File: src/rtl/uart_rx_ctrl_if.sv
// uart_rx_ctrl_if: received-frame delivery bus (valid/ready plus per-frame error flags)
interface uart_rx_ctrl_if #(parameter int DATA_WIDTH = 8);
  logic [DATA_WIDTH-1:0] rx_data;
  logic                  rx_valid;
  logic                  rx_ready;
  logic                  parity_error;
  logic                  frame_error;
  modport master (output rx_data, rx_valid, parity_error, frame_error, input rx_ready);
  modport slave  (input rx_data, rx_valid, parity_error, frame_error, output rx_ready);
endinterface

File: src/rtl/uart_rx_ctrl.sv
// uart_rx_ctrl: oversampling UART receiver with parity/framing/overrun reporting
module uart_rx_ctrl #(
  parameter int DATA_WIDTH  = 8,
  parameter int OVERSAMPLE  = 16,
  parameter int SYNC_STAGES = 2
) (
  input  logic           rx_clk,
  input  logic           resetn,
  input  logic           os_tick,
  input  logic           rxd,
  input  logic           parity_en,
  input  logic           parity_odd,
  input  logic           two_stop,
  uart_rx_ctrl_if.master rx,
  output logic           overrun,
  output logic           busy
);
  localparam int TW = $clog2(OVERSAMPLE);
  localparam int BW = $clog2(DATA_WIDTH);
  localparam logic [TW-1:0] T_HALF = TW'(OVERSAMPLE / 2 - 1);
  localparam logic [TW-1:0] T_LAST = TW'(OVERSAMPLE - 1);
  localparam logic [BW-1:0] B_LAST = BW'(DATA_WIDTH - 1);
  localparam logic [2:0] IDLE   = 3'd0;
  localparam logic [2:0] START  = 3'd1;
  localparam logic [2:0] DATA   = 3'd2;
  localparam logic [2:0] PARITY = 3'd3;
  localparam logic [2:0] STOP1  = 3'd4;
  localparam logic [2:0] STOP2  = 3'd5;
  localparam logic [2:0] BRK    = 3'd6;
  logic [SYNC_STAGES-1:0] sync_q;
  logic                   rxd_s;
  logic [2:0]             state;
  logic [TW-1:0]          tick_cnt;
  logic [BW-1:0]          bit_cnt;
  logic [DATA_WIDTH-1:0]  shift;
  logic                   cfg_par, cfg_odd, cfg_two;
  logic                   perr, ferr;
  logic                   mid, last, ferr_now, done, hs;
  assign rxd_s    = sync_q[SYNC_STAGES-1];
  assign mid      = os_tick && tick_cnt == T_HALF;
  assign last     = os_tick && tick_cnt == T_LAST;
  assign ferr_now = ferr || !rxd_s;
  assign done     = last && ((state == STOP1 && !cfg_two) || state == STOP2);
  assign hs       = rx.rx_valid && rx.rx_ready;
  assign busy     = state != IDLE;
  // metastability synchroniser; resets to the idle (high) line level
  always_ff @(posedge rx_clk or negedge resetn)
    if (!resetn) sync_q <= '1;
    else         sync_q <= {sync_q[SYNC_STAGES-2:0], rxd};
  // frame FSM: start validation, mid-bit sampling, parity and stop checks
  always_ff @(posedge rx_clk or negedge resetn) begin
    if (!resetn) begin
      state    <= IDLE;
      tick_cnt <= '0;
      bit_cnt  <= '0;
      shift    <= '0;
      cfg_par  <= 1'b0;
      cfg_odd  <= 1'b0;
      cfg_two  <= 1'b0;
      perr     <= 1'b0;
      ferr     <= 1'b0;
    end else begin
      if (os_tick) tick_cnt <= last ? '0 : tick_cnt + 1'b1;
      case (state)
        IDLE: begin
          tick_cnt <= '0;
          if (!rxd_s) begin
            state   <= START;
            cfg_par <= parity_en;
            cfg_odd <= parity_odd;
            cfg_two <= two_stop;
            perr    <= 1'b0;
            ferr    <= 1'b0;
          end
        end
        START:
          if (mid) begin
            state    <= rxd_s ? IDLE : DATA;
            tick_cnt <= '0;
            bit_cnt  <= '0;
          end
        DATA:
          if (last) begin
            shift   <= {rxd_s, shift[DATA_WIDTH-1:1]};
            bit_cnt <= bit_cnt == B_LAST ? '0 : bit_cnt + 1'b1;
            if (bit_cnt == B_LAST) state <= cfg_par ? PARITY : STOP1;
          end
        PARITY:
          if (last) begin
            perr  <= (^shift ^ rxd_s) != cfg_odd;
            state <= STOP1;
          end
        STOP1:
          if (last) begin
            ferr  <= !rxd_s;
            state <= cfg_two ? STOP2 : (rxd_s ? IDLE : BRK);
          end
        STOP2:
          if (last) begin
            ferr  <= ferr_now;
            state <= ferr_now ? BRK : IDLE;
          end
        BRK:     if (rxd_s) state <= IDLE;
        default: state <= IDLE;
      endcase
    end
  end
  // output holding register: deliver on completion, or record an overrun if still unread
  always_ff @(posedge rx_clk or negedge resetn) begin
    if (!resetn) begin
      rx.rx_data      <= '0;
      rx.rx_valid     <= 1'b0;
      rx.parity_error <= 1'b0;
      rx.frame_error  <= 1'b0;
      overrun         <= 1'b0;
    end else begin
      if (hs) begin
        rx.rx_valid <= 1'b0;
        overrun     <= 1'b0;
      end
      if (done) begin
        if (!rx.rx_valid || rx.rx_ready) begin
          rx.rx_data      <= shift;
          rx.rx_valid     <= 1'b1;
          rx.parity_error <= perr;
          rx.frame_error  <= ferr_now;
        end else begin
          overrun <= 1'b1;
        end
      end
    end
  end
endmodule

File: src/flat_wrapper.sv
// flat-port wrapper written by rule: the top's interface ports become plain ports
module uart_rx_ctrl_flat 
#(
  parameter int DATA_WIDTH  = 8,
  parameter int OVERSAMPLE  = 16,
  parameter int SYNC_STAGES = 2
)
  (rx_clk, resetn, os_tick, rxd, parity_en, parity_odd, two_stop, overrun, busy, rx_rx_data, rx_rx_valid, rx_parity_error, rx_frame_error, rx_rx_ready);
  uart_rx_ctrl_if #(.DATA_WIDTH(DATA_WIDTH)) rx_i ();
  input  logic rx_clk;
  input  logic resetn;
  input  logic os_tick;
  input  logic rxd;
  input  logic parity_en;
  input  logic parity_odd;
  input  logic two_stop;
  output logic overrun;
  output logic busy;
  output wire logic [$bits(rx_i.rx_data)-1:0] rx_rx_data;
  output wire logic [$bits(rx_i.rx_valid)-1:0] rx_rx_valid;
  output wire logic [$bits(rx_i.parity_error)-1:0] rx_parity_error;
  output wire logic [$bits(rx_i.frame_error)-1:0] rx_frame_error;
  input wire logic [$bits(rx_i.rx_ready)-1:0] rx_rx_ready;
  assign rx_rx_data = rx_i.rx_data;
  assign rx_rx_valid = rx_i.rx_valid;
  assign rx_parity_error = rx_i.parity_error;
  assign rx_frame_error = rx_i.frame_error;
  assign rx_i.rx_ready = rx_rx_ready;
  uart_rx_ctrl #(.DATA_WIDTH(DATA_WIDTH), .OVERSAMPLE(OVERSAMPLE), .SYNC_STAGES(SYNC_STAGES)) u_core (.rx_clk(rx_clk), .resetn(resetn), .os_tick(os_tick), .rxd(rxd), .parity_en(parity_en), .parity_odd(parity_odd), .two_stop(two_stop), .rx(rx_i), .overrun(overrun), .busy(busy));
endmodule
File: config.mk
export PLATFORM = sky130hd
export DESIGN_NAME = uart_rx_ctrl_flat
export DESIGN_NICKNAME = d
export VERILOG_FILES = /design/src/rtl/uart_rx_ctrl_if.sv /design/src/rtl/uart_rx_ctrl.sv /design/src/flat_wrapper.sv
export SDC_FILE = /design/constraint.sdc
export NUM_CORES = 1
export LEC_CHECK = 0
export ABC_AREA = 1
export CAP_MARGIN = 10
export CORE_MARGIN = 1.5
export CORE_UTILIZATION = 50
export DETAILED_ROUTE_END_ITERATION = 6
export PLACE_DENSITY = 0.75
export SETUP_SLACK_MARGIN = 0.3
export SLEW_MARGIN = 20
export SYNTH_ARGS = -nofsm -noshare
export SYNTH_HDL_FRONTEND = slang
export SYNTH_SLANG_ARGS = --single-unit
File: constraint.sdc
create_clock -name rx_clk -period 1.9 [get_ports rx_clk]
set_input_delay 0.285 -clock rx_clk [delete_from_list [all_inputs] [get_ports rx_clk]]
set_output_delay 0.285 -clock rx_clk [all_outputs]
set_load 0.02 [all_outputs]
# After elaboration in Yosys (flattened, before gate mapping)
# Index checks and enable logic that the tools add are counted.
[totals]
reg_bits = 37
in_bits = 8
output_inout_bits = 13
[classes]
add_sub_neg = 2
n_eq_ne = 18
muxes = 34
n_bitwise = 2
n_reduce_logical = 24
[op_table]
columns = ["operator", "n"]
rows = [
  ["$mux W3", 15],
  ["$pmux W3 S7", 1],
  ["$ne A2 B1 Y1 const B", 7],
  ["$eq A3 B3 Y1 const B", 4],
  ["$mux W4", 3],
  ["$mux W1", 10],
  ["$pmux W4 S2", 1],
  ["$reduce_and A8 Y1", 1],
  ["$reduce_xor A8 Y1", 1],
  ["$eq A3 B2 Y1 const B", 2],
  ["$pmux W3 S2", 1],
  ["$reduce_and A2 Y1", 3],
  ["$reduce_and A3 Y1", 2],
  ["$reduce_bool A3 Y1", 2],
  ["$logic_and A1 B1 Y1", 5],
  ["$add A4 B1 Y4 const B", 1],
  ["$eq A4 B3 Y1 const B", 1],
  ["$eq A4 B4 Y1 const B", 1],
  ["$reduce_and A4 Y1", 1],
  ["$reduce_bool A2 Y1", 2],
  ["$add A3 B1 Y3 const B", 1],
  ["$eq A3 B1 Y1 const B", 1],
  ["$logic_not A1 Y1", 3],
  ["$logic_not A3 Y1", 1],
  ["other kinds (8)", 10],
]

# Depth between registers and ports, before layout
# Gate-level depths: netlist (run 1).
[depth]
word_depth = 6
mapped_depth = 11
mapped_depth_nobuf = 11

# Worst setup path after synthesis (run 1)
# OpenSTA, ideal clock, no wires.
[synth_path]
path_kind = "reg2reg"
startpoint = "register u_core.tick_cnt[0]"
endpoint = "register u_core.rx.parity_error"
t_arrival_ps = 1264
setup_slack_ps = 519
stages_incl_launch_ff = 10
period_less_slack_ps = 1381
cell_sequence = "dfrtp_1 ha_1 nand3_2 nor2_4 nand2_2 nor2_4 inv_4 buf_8 nand2_1 nand2_1"
[synth_between]
elab_chain_cells = 4
[synth_lines]
columns = ["element", "line_no", "rtl"]
rows = [
  ["start, declared", "uart_rx_ctrl.sv:33", "logic [TW-1:0] tick_cnt;"],
  ["start signal, assigned", "uart_rx_ctrl.sv:63", "if (os_tick) tick_cnt <= last ? '0 : tick_cnt + 1'b1;"],
  ["$eq A4 B4 Y1", "uart_rx_ctrl.sv:41", "assign last = os_tick && tick_cnt == T_LAST;"],
  ["$logic_and A1 B1 Y1", "uart_rx_ctrl.sv:41", ""],
  ["$logic_and A1 B1 Y1", "uart_rx_ctrl.sv:43", "assign done = last && ((state == STOP1 && !cfg_two) || state == STOP2);"],
  ["$reduce_and A2 Y1 (no source line)", "--", ""],
  ["end signal, assigned", "uart_rx_ctrl.sv:125", "rx.parity_error <= perr;"],
  ["end, declared", "uart_rx_ctrl_if.sv:8", "modport master (output rx_data, rx_valid, parity_error, frame_error, input rx_ready);"],
]
# No other way between the ends.
# A chain may end at the register's enable or synchronous reset.

# Worst setup path in the final report (run 1)
[layout_path]
startpoint = "register u_core.state[2]"
endpoint = "output busy"
[layout_between]
elab_chain_cells = 1
[layout_lines]
columns = ["element", "line_no", "rtl"]
rows = [
  ["start, declared", "uart_rx_ctrl.sv:32", "logic [2:0] state;"],
  ["start signal, assigned", "uart_rx_ctrl.sv:78", "state <= rxd_s ? IDLE : DATA;"],
  ["start signal, assigned", "uart_rx_ctrl.sv:86", "if (bit_cnt == B_LAST) state <= cfg_par ? PARITY : STOP1;"],
  ["start signal, assigned", "uart_rx_ctrl.sv:96", "state <= cfg_two ? STOP2 : (rxd_s ? IDLE : BRK);"],
  ["$reduce_bool A3 Y1", "uart_rx_ctrl.sv:45", "assign busy = state != IDLE;"],
  ["end, declared", "flat_wrapper.sv:18", "output logic busy;"],
]
# No other way between the ends.

==> flow_metrics.py, run 1 <==
metrics = {
    "die": {
        "num_rows": 22,
        "io_pins": 21,
        "core_mm2": 0.00363,
        "die_x_um": 64.4,
        "die_y_um": 64.4,
        "dieArea_mm2": 0.00414,
        "initial_core_util": 0.518,
    },
    "power_and_ir_drop": {
        "p_leak_nw": 1.13,
        "peakVddDrop_v": 0.000872,
        "p_per_area_mw_per_mm2": 1100,
    },
    "worst_setup_path": {
        "cp_data_required_time_ps": 1620,
        "startpoint_type": "flop",
        "critical_path_class": "reg2out",
        "crit_family": "flip-flops",
        "slowest_delay_ps": 470,
        "crit_slowest_cell": "dfrtp_2",
        "cp-end-kind": "primary output",
        "r2r_setup_slack_ps": 420,
        "path_cells": "nor2_4 > nand2_1 > clkdlybuf4s15_2",
        "cp_max_fo": 6,
        "path_buf_inv": 1,
        "arrival_ps": 1280,
    },
    "detailed_routing": {
        "drt-total-wl_mm": 3.62,
        "drcViolationCount": 0,
        "drt_iter0_markers": 84,
        "ant_nets": 0,
        "wl_per_cell_um": 11.7,
        "first_pass_iters": 5,
        "via_count": 1533,
        "viasPerCell": 4.96,
    },
    "global_routing": {
        "grt_usage": 0.195,
        "antenna_found_initial": 0,
        "grt_max_degree": 38,
        "grt_pass1_vias": 1513,
        "grt_pass1_wl_mm": 6.28,
        "grt_overflow": 0,
    },
    "layout": {
        "seq_area_um2": 930,
        "multi_input_area_um2": 840,
        "antennaDiodeCount": 0,
        "layout_common_cells": "nand2_1 (78), dfrtp_1 (34), inv_1 (27), clkdlybuf4s50_1 (17), o21ai_0 (13)",
        "area_delta_synth_final_pct": 23.7,
        "post-route-util": 0.641,
        "nets": 271,
        "drive_gt1_frac": 0.176,
        "final.fill_count": 325,
        "layout_commonest_cell": "nand2_1",
    },
    "synth": {
        "synth_area_mm2": 0.00188,
        "syn_area_per_cell_um2": 8.26,
        "ys_ff_latch": 37,
        "syn_inst": 228,
        "synthFlopType": "dfrtp_1",
        "synth_nets": 239,
        "ys_warn_count": 0,
        "synth_edf_count": 0,
        "async_reset_ff_frac": 1.00,
        "synth.distinct_cells": 29,
        "ys_seq_area_frac": 0.493,
    },
    "run_status": {
        "status": "complete, no violations",
    },
    "clock_network": {
        "clk_pin_slew_ps": 70,
        "cts_htree_levels": 2,
        "clk_latency_ps": 290,
        "root_buffer": "clkbuf_8",
        "cts_tree": "built",
        "numCtsBuffers": 5,
        "cts.sinks": 37,
        "cts_max_path_buffers": 2,
    },
    "placed_design": {
        "port_buffers": 20,
        "gp_congestion": 0.918,
        "post-dp-hpwl_mm": 2.56,
        "post-place-ws_ps": 183,
    },
    "timing": {
        "clock_skew_ps": 6.32,
        "max_freq_mhz": 639,
        "slew_viol_final": 0,
        "relSlewSlack": 0.789,
        "rsz0062_at_grt": "true",
        "final.period_utilization": 0.823,
        "setup_ws_ps": 336,
        "whs_ps": 357,
        "fin_crit_ps": 1560,
        "finalSetupTns_ps": 0,
        "worst_pin_slew_ps": 314,
        "setup_viol_count_final": 0,
        "hold_violations": 0,
    },
    "worst_hold_path": {
        "hold_class": "reg2reg",
    },
    "job": {
        "maxCapViolCount": 0,
    },
}
[per-stage QoR]
step                area [µm²]  std cells  power (W)
finish                    2330        309    0.00257
global route              2330        309    0.00273
CTS                       2300        308    0.00256
detailed placement        2170        299    0.00184
global placement          2170        299    0.00181
floorplan                 1880        228    0.00160
[state kept, by name (all words and copies together) (netlist names)]
name / count
u_core.cfg_par: 1
u_core.overrun: 1
u_core.ferr: 1
u_core.tick_cnt: 4
u_core.sync_q: 2
u_core.rx.parity_error: 1
u_core.rx.rx_data: 8
u_core.state: 3
u_core.shift: 8
u_core.cfg_odd: 1
u_core.bit_cnt: 3
u_core.cfg_two: 1
u_core.perr: 1
u_core.rx.frame_error: 1
u_core.rx.rx_valid: 1
[power by group]
part	leakage [nW]	switching (W)	internal [W]	total (W)
clock	0.0585	0.000269	0.000428	0.000697
combinational	0.579	0.000520	0.000322	0.000842
sequential	0.494	0.000116	0.000910	0.00103
[metal layers]
metal,wire [µm],track usage
met1,1640,0.228
met2,1770,0.344
met3,165,0.0511
met4,40,0.0718
met5,0,0
[cell usage after synthesis (all sizes together), types with 2 or more instances]
cell / number / area share
nand2: 82 / 0.17
dfrtp: 35 / 0.47
inv: 30 / 0.061
o21ai: 25 / 0.084
nor2: 19 / 0.058
nand3: 12 / 0.035
a21oi: 7 / 0.027
nor3: 4 / 0.013
ha: 3 / 0.020
buf: 2 / 0.011
dfstp: 2 / 0.028
nand4: 2 / 0.0066
[logic make-up after synthesis]
kind of cell,count (synthesis),share of synthesized area
and+or+nand+nor,120,0.288
DFF,37,0.493
AOI/OAI and AO/OA,35,0.123
buffers and inverters,32,0.0718
adders and majority gates,3,0.0199
xor gates and xnor gates,1,0.00465
[what timing repair did]
item / 4_1_cts / 5_1_grt
hold buffers: 1 / 0
setup buffers: 0 / 1
resized for setup: 5 / 7
hold endpoints to repair: 35 / 0
pin swaps: 0 / 2
endpoints found under the setup margin: 1 / 7
[path summary, 6_finish.rpt]
| kind | start | cells past startpoint | to |
|---|---|---|---|
| hold / removal | u_core.sync_q[0]$_DFF_PN1_ | 0 | u_core.sync_q[1]$_DFF_PN1_ |
| hold reg to reg | u_core.sync_q[0]$_DFF_PN1_ | 0 | u_core.sync_q[1]$_DFF_PN1_ |
| max in group asynchronous | resetn | 3 | u_core.sync_q[1]$_DFF_PN1_ |
| min in group asynchronous | resetn | 3 | u_core.rx.rx_data[1]$_DFFE_PN0P_ |
| setup / recovery | u_core.state[2]$_DFFE_PN0P_ | 3 | busy |
| setup reg to reg | u_core.state[1]$_DFFE_PN0P_ | 9 | u_core.rx.rx_data[0]$_DFFE_PN0P_ |
[cell type report]
| type | count | share of cell area |
|---|---|---|
| Tap cell | 48 | 0.0258 |
| Clock buffer | 7 | 0.0371 |
| Clock inverter | 1 | 0.0129 |
| Timing Repair Buffer | 27 | 0.114 |
| Sequential cell | 37 | 0.399 |
| Multi-Input combinational cell | 159 | 0.360 |
| Inverter | 30 | 0.0505 |
(Power assumes the default switching activity.)
==> run 2, diff against run 1 <==
--- a/config.mk
+++ b/config.mk
@@ -10,7 +10,7 @@
 export CORE_MARGIN = 1.5
 export CORE_UTILIZATION = 50
 export DETAILED_ROUTE_END_ITERATION = 6
-export PLACE_DENSITY = 0.75
+export PLACE_DENSITY = 0.78
 export SETUP_SLACK_MARGIN = 0.3
 export SLEW_MARGIN = 20
 export SYNTH_ARGS = -nofsm -noshare
==> constraint.sdc (replaced) <==
create_clock -name rx_clk -period 1.3 [get_ports rx_clk]
set_input_delay 0.195 -clock rx_clk [delete_from_list [all_inputs] [get_ports rx_clk]]
set_output_delay 0.195 -clock rx_clk [all_outputs]
set_load 0.02 [all_outputs]
==> flow_metrics.py, run 2 (same netlist as run 1, synthesis figures left out) <==
metrics = {
    "worst_hold_path": {
        "min-delay-start": "rxd",
        "hold_depth": 1,
        "holdPathEnd": "u_core.sync_q[0]$_DFF_PN1_",
        "hold_class": "in2reg",
    },
    "placed_design": {
        "gp_congestion": 0.855,
        "post-dp-hpwl_mm": 2.67,
        "post-place-ws_ps": -338,
        "port_buffers": 20,
    },
    "timing": {
        "setup_viol_count_final": 33,
        "whs_ps": 302,
        "max_freq_mhz": 692,
        "rsz0062_at_grt": "true",
        "final.period_utilization": 1.11,
        "setup_ws_ps": -146,
        "hold_violations": 0,
        "relSlewSlack": 0.819,
        "clock_skew_ps": 8.65,
        "worst_pin_slew_ps": 271,
        "finalSetupTns_ps": -2780,
        "fin_crit_ps": 1450,
        "slew_viol_final": 0,
    },
    "run_status": {
        "status": "finished, violations left",
        "violations": "negative setup slack",
    },
    "detailed_routing": {
        "first_pass_iters": 4,
        "viasPerCell": 4.98,
        "wl_per_cell_um": 12.8,
        "drt-total-wl_mm": 4.41,
        "drt_iter0_markers": 120,
        "via_count": 1718,
        "drcViolationCount": 0,
        "ant_nets": 0,
    },
    "clock_network": {
        "clk_latency_ps": 290,
        "numCtsBuffers": 5,
        "root_buffer": "clkbuf_8",
        "cts_htree_levels": 2,
        "clk_pin_slew_ps": 70,
        "cts_tree": "built",
        "cts.sinks": 37,
        "cts_max_path_buffers": 2,
    },
    "power_and_ir_drop": {
        "p_per_area_mw_per_mm2": 1530,
        "peakVddDrop_v": 0.00129,
        "p_leak_nw": 1.37,
    },
    "layout": {
        "nets": 307,
        "antennaDiodeCount": 0,
        "drive_gt1_frac": 0.461,
        "area_delta_synth_final_pct": 50.6,
        "post-route-util": 0.781,
        "final.fill_count": 257,
        "layout_commonest_cell": "nand2_1",
        "layout_common_cells": "nand2_1 (54), dfrtp_1 (35), buf_4 (32), inv_1 (24), nand2_2 (21)",
        "largestRegisters": "u_core.rx.rx_data (8), u_core.shift (8), u_core.tick_cnt (4)",
    },
    "worst_setup_path": {
        "cp_max_fo": 5,
        "timing.rr.end": "u_core.rx.rx_data[0]$_DFFE_PN0P_",
        "arrival_ps": 1630,
        "startpoint_type": "flop",
        "cp-end-kind": "flop",
        "r2r-start": "u_core.tick_cnt[0]$_DFF_PN0_",
        "r2r_setup_slack_ps": -150,
        "critical_path_class": "reg2reg",
        "r2r_cells": 9,
        "cp_data_required_time_ps": 1490,
    },
    "job": {
        "maxCapViolCount": 0,
    },
    "global_routing": {
        "grt_pass1_wl_mm": 7.25,
        "grt_max_degree": 38,
        "grt_usage": 0.227,
        "grt_pass1_vias": 1688,
        "antenna_found_initial": 0,
        "grt_overflow": 0,
    },
    "die": {
        "num_rows": 22,
        "die_y_um": 64.4,
        "die_x_um": 64.4,
        "io_pins": 21,
        "initial_core_util": 0.518,
        "dieArea_mm2": 0.00414,
        "core_mm2": 0.00363,
    },
}
==> run 2: worst max path at each step <==
stage,end,slack [ps],startpoint,depth (start not counted)
after floorplan,u_core.rx.parity_error$_DFFE_PN0P_,-80,u_core.tick_cnt[0]$_DFF_PN0_,9
after global placement,u_core.state[0]$_DFFE_PN0P_,-270,os_tick,10
after detailed placement,u_core.state[2]$_DFFE_PN0P_,-340,os_tick,10
after CTS,u_core.state[2]$_DFFE_PN0P_,-130,u_core.tick_cnt[1]$_DFF_PN0_,10
after global routing,u_core.state[2]$_DFFE_PN0P_,-230,u_core.tick_cnt[0]$_DFF_PN0_,10
final,u_core.rx.rx_data[0]$_DFFE_PN0P_,-150,u_core.tick_cnt[0]$_DFF_PN0_,9
==> run 2: metrics by stage <==
step	total power, W	area (µm²)	std cells
finish	0.00435	2840	345
global route	0.00464	2840	345
CTS	0.00426	2600	336
detailed placement	0.00301	2330	320
global placement	0.00296	2330	320
floorplan	0.00236	1890	228
==> run 2: power breakdown <==
group	switching (W)	internal [W]
Combinational	0.000982	0.000845
Sequential	0.000162	0.00133
Clock	0.000412	0.000623
==> run 2: cell type report <==
cell class	instances	area [µm²]	area share
flip-flops and latches	37	928	0.327
clock buffers	6	82.6	0.0291
well taps	48	60.1	0.0212
repair buffers	61	587	0.207
inverters	30	123	0.0432
repair inverters	2	17.5	0.00618
multi-input cells	159	1000	0.353
clock inverters	2	37.5	0.0132
==> run 2: metal layers <==
layer | wire length [µm] | up-vias | GRT usage
li1 | - | 860 | -
met1 | 1920 | 822 | 0.262
met2 | 2290 | 31 | 0.409
met3 | 139 | 5 | 0.0581
met4 | 57 | 0 | 0.0718
met5 | 0 | - | 0
==> run 2: worst max-delay path: stages, from the launching register on <==
cell	delay (ps)
dfrtp_1	400
ha_4	170
nand3_4	100
nor2_4	160
nand2_2	100
nor2_4	110
buf_12	140
inv_6	50
nand2_2	50
o21ai_2	50
==> run 2: timing repair <==
action,in CTS,in global routing
gates resized for setup,101,53
cloned,0,3
setup endpoints to repair,48,48
endpoints found under the hold margin,35,0
pin swaps,10,6
hold buffers,1,0
setup buffers,7,6
==> run 3, diff against run 2 <==
--- a/config.mk
+++ b/config.mk
@@ -8,9 +8,9 @@
 export ABC_AREA = 1
 export CAP_MARGIN = 10
 export CORE_MARGIN = 1.5
-export CORE_UTILIZATION = 50
+export CORE_UTILIZATION = 45
 export DETAILED_ROUTE_END_ITERATION = 6
-export PLACE_DENSITY = 0.78
+export PLACE_DENSITY = 0.72
 export SETUP_SLACK_MARGIN = 0.3
 export SLEW_MARGIN = 20
 export SYNTH_ARGS = -nofsm -noshare
==> flow_metrics.py, run 3 (same netlist as run 1, synthesis figures left out) <==
metrics = {
    "die": {
        "die_y_um": 67.7,
        "io_pins": 21,
        "die_x_um": 67.7,
        "dieArea_mm2": 0.00458,
        "initial_core_util": 0.471,
        "core_mm2": 0.00400,
        "num_rows": 23,
    },
    "clock_network": {
        "clk_pin_slew_ps": 70,
        "cts.sinks": 37,
        "cts_tree": "built",
        "clk_latency_ps": 290,
        "cts_max_path_buffers": 2,
        "numCtsBuffers": 5,
        "root_buffer": "clkbuf_8",
        "cts_htree_levels": 2,
    },
    "timing": {
        "max_freq_mhz": 690,
        "slew_viol_final": 0,
        "fin_crit_ps": 1450,
        "clock_skew_ps": 4.33,
        "relSlewSlack": 0.744,
        "final.period_utilization": 1.11,
        "hold_violations": 0,
        "whs_ps": 307,
        "setup_ws_ps": -149,
        "rsz0062_at_grt": "true",
        "setup_viol_count_final": 30,
        "worst_pin_slew_ps": 384,
    },
    "power_and_ir_drop": {
        "peakVddDrop_v": 0.00142,
        "p_sw_frac": 0.355,
        "clkPwrFrac": 0.235,
        "p_per_area_mw_per_mm2": 1620,
        "p_leak_nw": 1.32,
        "seqPwrFrac": 0.348,
        "power_frac_comb": 0.417,
        "p_sw_w": 0.00155,
        "p_int_w": 0.00281,
    },
    "global_routing": {
        "grt_pass1_vias": 1532,
        "grt_usage": 0.195,
        "grt_overflow": 0,
        "antenna_found_initial": 0,
        "grt_pass1_wl_mm": 6.60,
        "grt_max_degree": 20,
    },
    "detailed_routing": {
        "ant_nets": 0,
        "viasPerCell": 4.84,
        "drt-total-wl_mm": 4.04,
        "via_count": 1650,
        "drt_iter0_markers": 92,
        "drcViolationCount": 0,
        "first_pass_iters": 5,
        "wl_per_cell_um": 11.8,
    },
    "worst_setup_path": {
        "crit_family": "flip-flops",
        "startpoint_type": "flop",
        "crit_slowest_cell": "dfrtp_1",
        "cp_max_fo": 6,
        "arrival_ps": 1630,
        "crit_top_cell": "nor2_4",
        "cp_data_required_time_ps": 1480,
        "cp-end-kind": "flop",
        "path_cells": "ha_4 > nand3_4 > buf_4 > nor2_4 > nor2_4 > a21oi_4 > o21ai_1 > o21a_1",
        "path_buf_inv": 1,
        "slowest_delay_ps": 400,
        "critical_path_class": "reg2reg",
    },
    "layout": {
        "layout_common_cells": "nand2_1 (72), dfrtp_1 (33), buf_4 (31), inv_1 (21), buf_6 (17)",
        "fin_area_mm2": 0.00269,
        "final.fill_count": 322,
        "nets": 301,
        "multi_input_area_um2": 947,
        "seq_area_um2": 931,
        "antennaDiodeCount": 0,
        "post-route-util": 0.673,
        "area_delta_synth_final_pct": 43.1,
        "layout_commonest_cell": "nand2_1",
        "drive_gt1_frac": 0.385,
        "largestRegisters": "u_core.rx.rx_data (8), u_core.shift (8), u_core.tick_cnt (4)",
    },
    "run_status": {
        "violations": "negative setup slack",
        "status": "finished, violations left",
    },
    "worst_hold_path": {
        "hold_class": "in2reg",
    },
    "placed_design": {
        "place_area_mm2": 0.00234,
        "gp_congestion": 0.896,
        "post-place-ws_ps": -306,
        "port_buffers": 20,
        "post-dp-hpwl_mm": 2.73,
    },
    "job": {
        "maxCapViolCount": 0,
    },
}
run 3: cell count changes in the layout (fill, tap and decap cells not counted), sizes merged:
cell	change
clkinvlp	-1
inv	-2
buf	-3
run 3: path summary, 6_finish.rpt:
path	start	to	slack (ps)	cells after the start
setup / recovery	u_core.tick_cnt[1]$_DFF_PN0_	u_core.bit_cnt[0]$_DFFE_PN0P_	-150	8
hold / removal	rxd	u_core.sync_q[0]$_DFF_PN1_	310	1
setup reg to reg	u_core.tick_cnt[1]$_DFF_PN0_	u_core.bit_cnt[0]$_DFFE_PN0P_	-150	8
hold reg to reg	u_core.sync_q[0]$_DFF_PN1_	u_core.sync_q[1]$_DFF_PN1_	360	0
max in group asynchronous	resetn	u_core.sync_q[1]$_DFF_PN1_	410	3
min in group asynchronous	resetn	u_core.rx.rx_data[2]$_DFFE_PN0P_	360	2
run 3: timing repair:
item                                    in CTS  in global routing
hold endpoints to repair                    13                  0
setup buffers                                2                  7
pin swaps                                    5                  7
hold buffers                                 1                  0
resized for setup                          105                 16
endpoints found under the setup margin      48                 48
run 3: layout make-up:
| cell class | count | share of cell area |
|---|---|---|
| inverters | 30 | 0.0437 |
| clock inverters | 1 | 0.0111 |
| well taps | 50 | 0.0232 |
| flip-flops and latches | 37 | 0.346 |
| repair buffers | 57 | 0.193 |
| multi-input cells | 159 | 0.352 |
| clock buffers | 7 | 0.0320 |
run 3: power groups by stage:
stage / clock network, W / logic, W / registers [W]
6_report: 0.00102 / 0.00182 / 0.00152
5_1_grt: 0.00108 / 0.00202 / 0.00153
4_1_cts: 0.00105 / 0.00165 / 0.00148
3_5_place_dp: 0 / 0.00149 / 0.00147
3_3_place_gp: 0 / 0.00147 / 0.00147
2_1_floorplan: 0 / 0.000862 / 0.00149
run 3: metrics by stage:
step           cells  power, W  TNS, ps
5_1_grt          341   0.00463    -5340
3_5_place_dp     323   0.00297    -7460
3_3_place_gp     323   0.00294    -6370
6_report         341   0.00436    -2740
2_1_floorplan    228   0.00236     -637
4_1_cts          334   0.00418    -1990
run 3: per-layer routing:
metal / vias to the layer above / wire, µm / track usage
li1: 842 / - / -
met1: 773 / 1850 / 0.245
met2: 27 / 1980 / 0.322
met3: 8 / 136 / 0.0500
met4: 0 / 72 / 0.0689
met5: - / 0 / 0
run 3: worst reg2reg max path, delay by kind of cell, from the launching register on:
family                     cells  cell delay, ps
DFF                            1             400
AOI/OAI and AO/OA              3             370
and+or+nand+nor                3             260
adders and majority gates      1             170
buffers and inverters          1             150
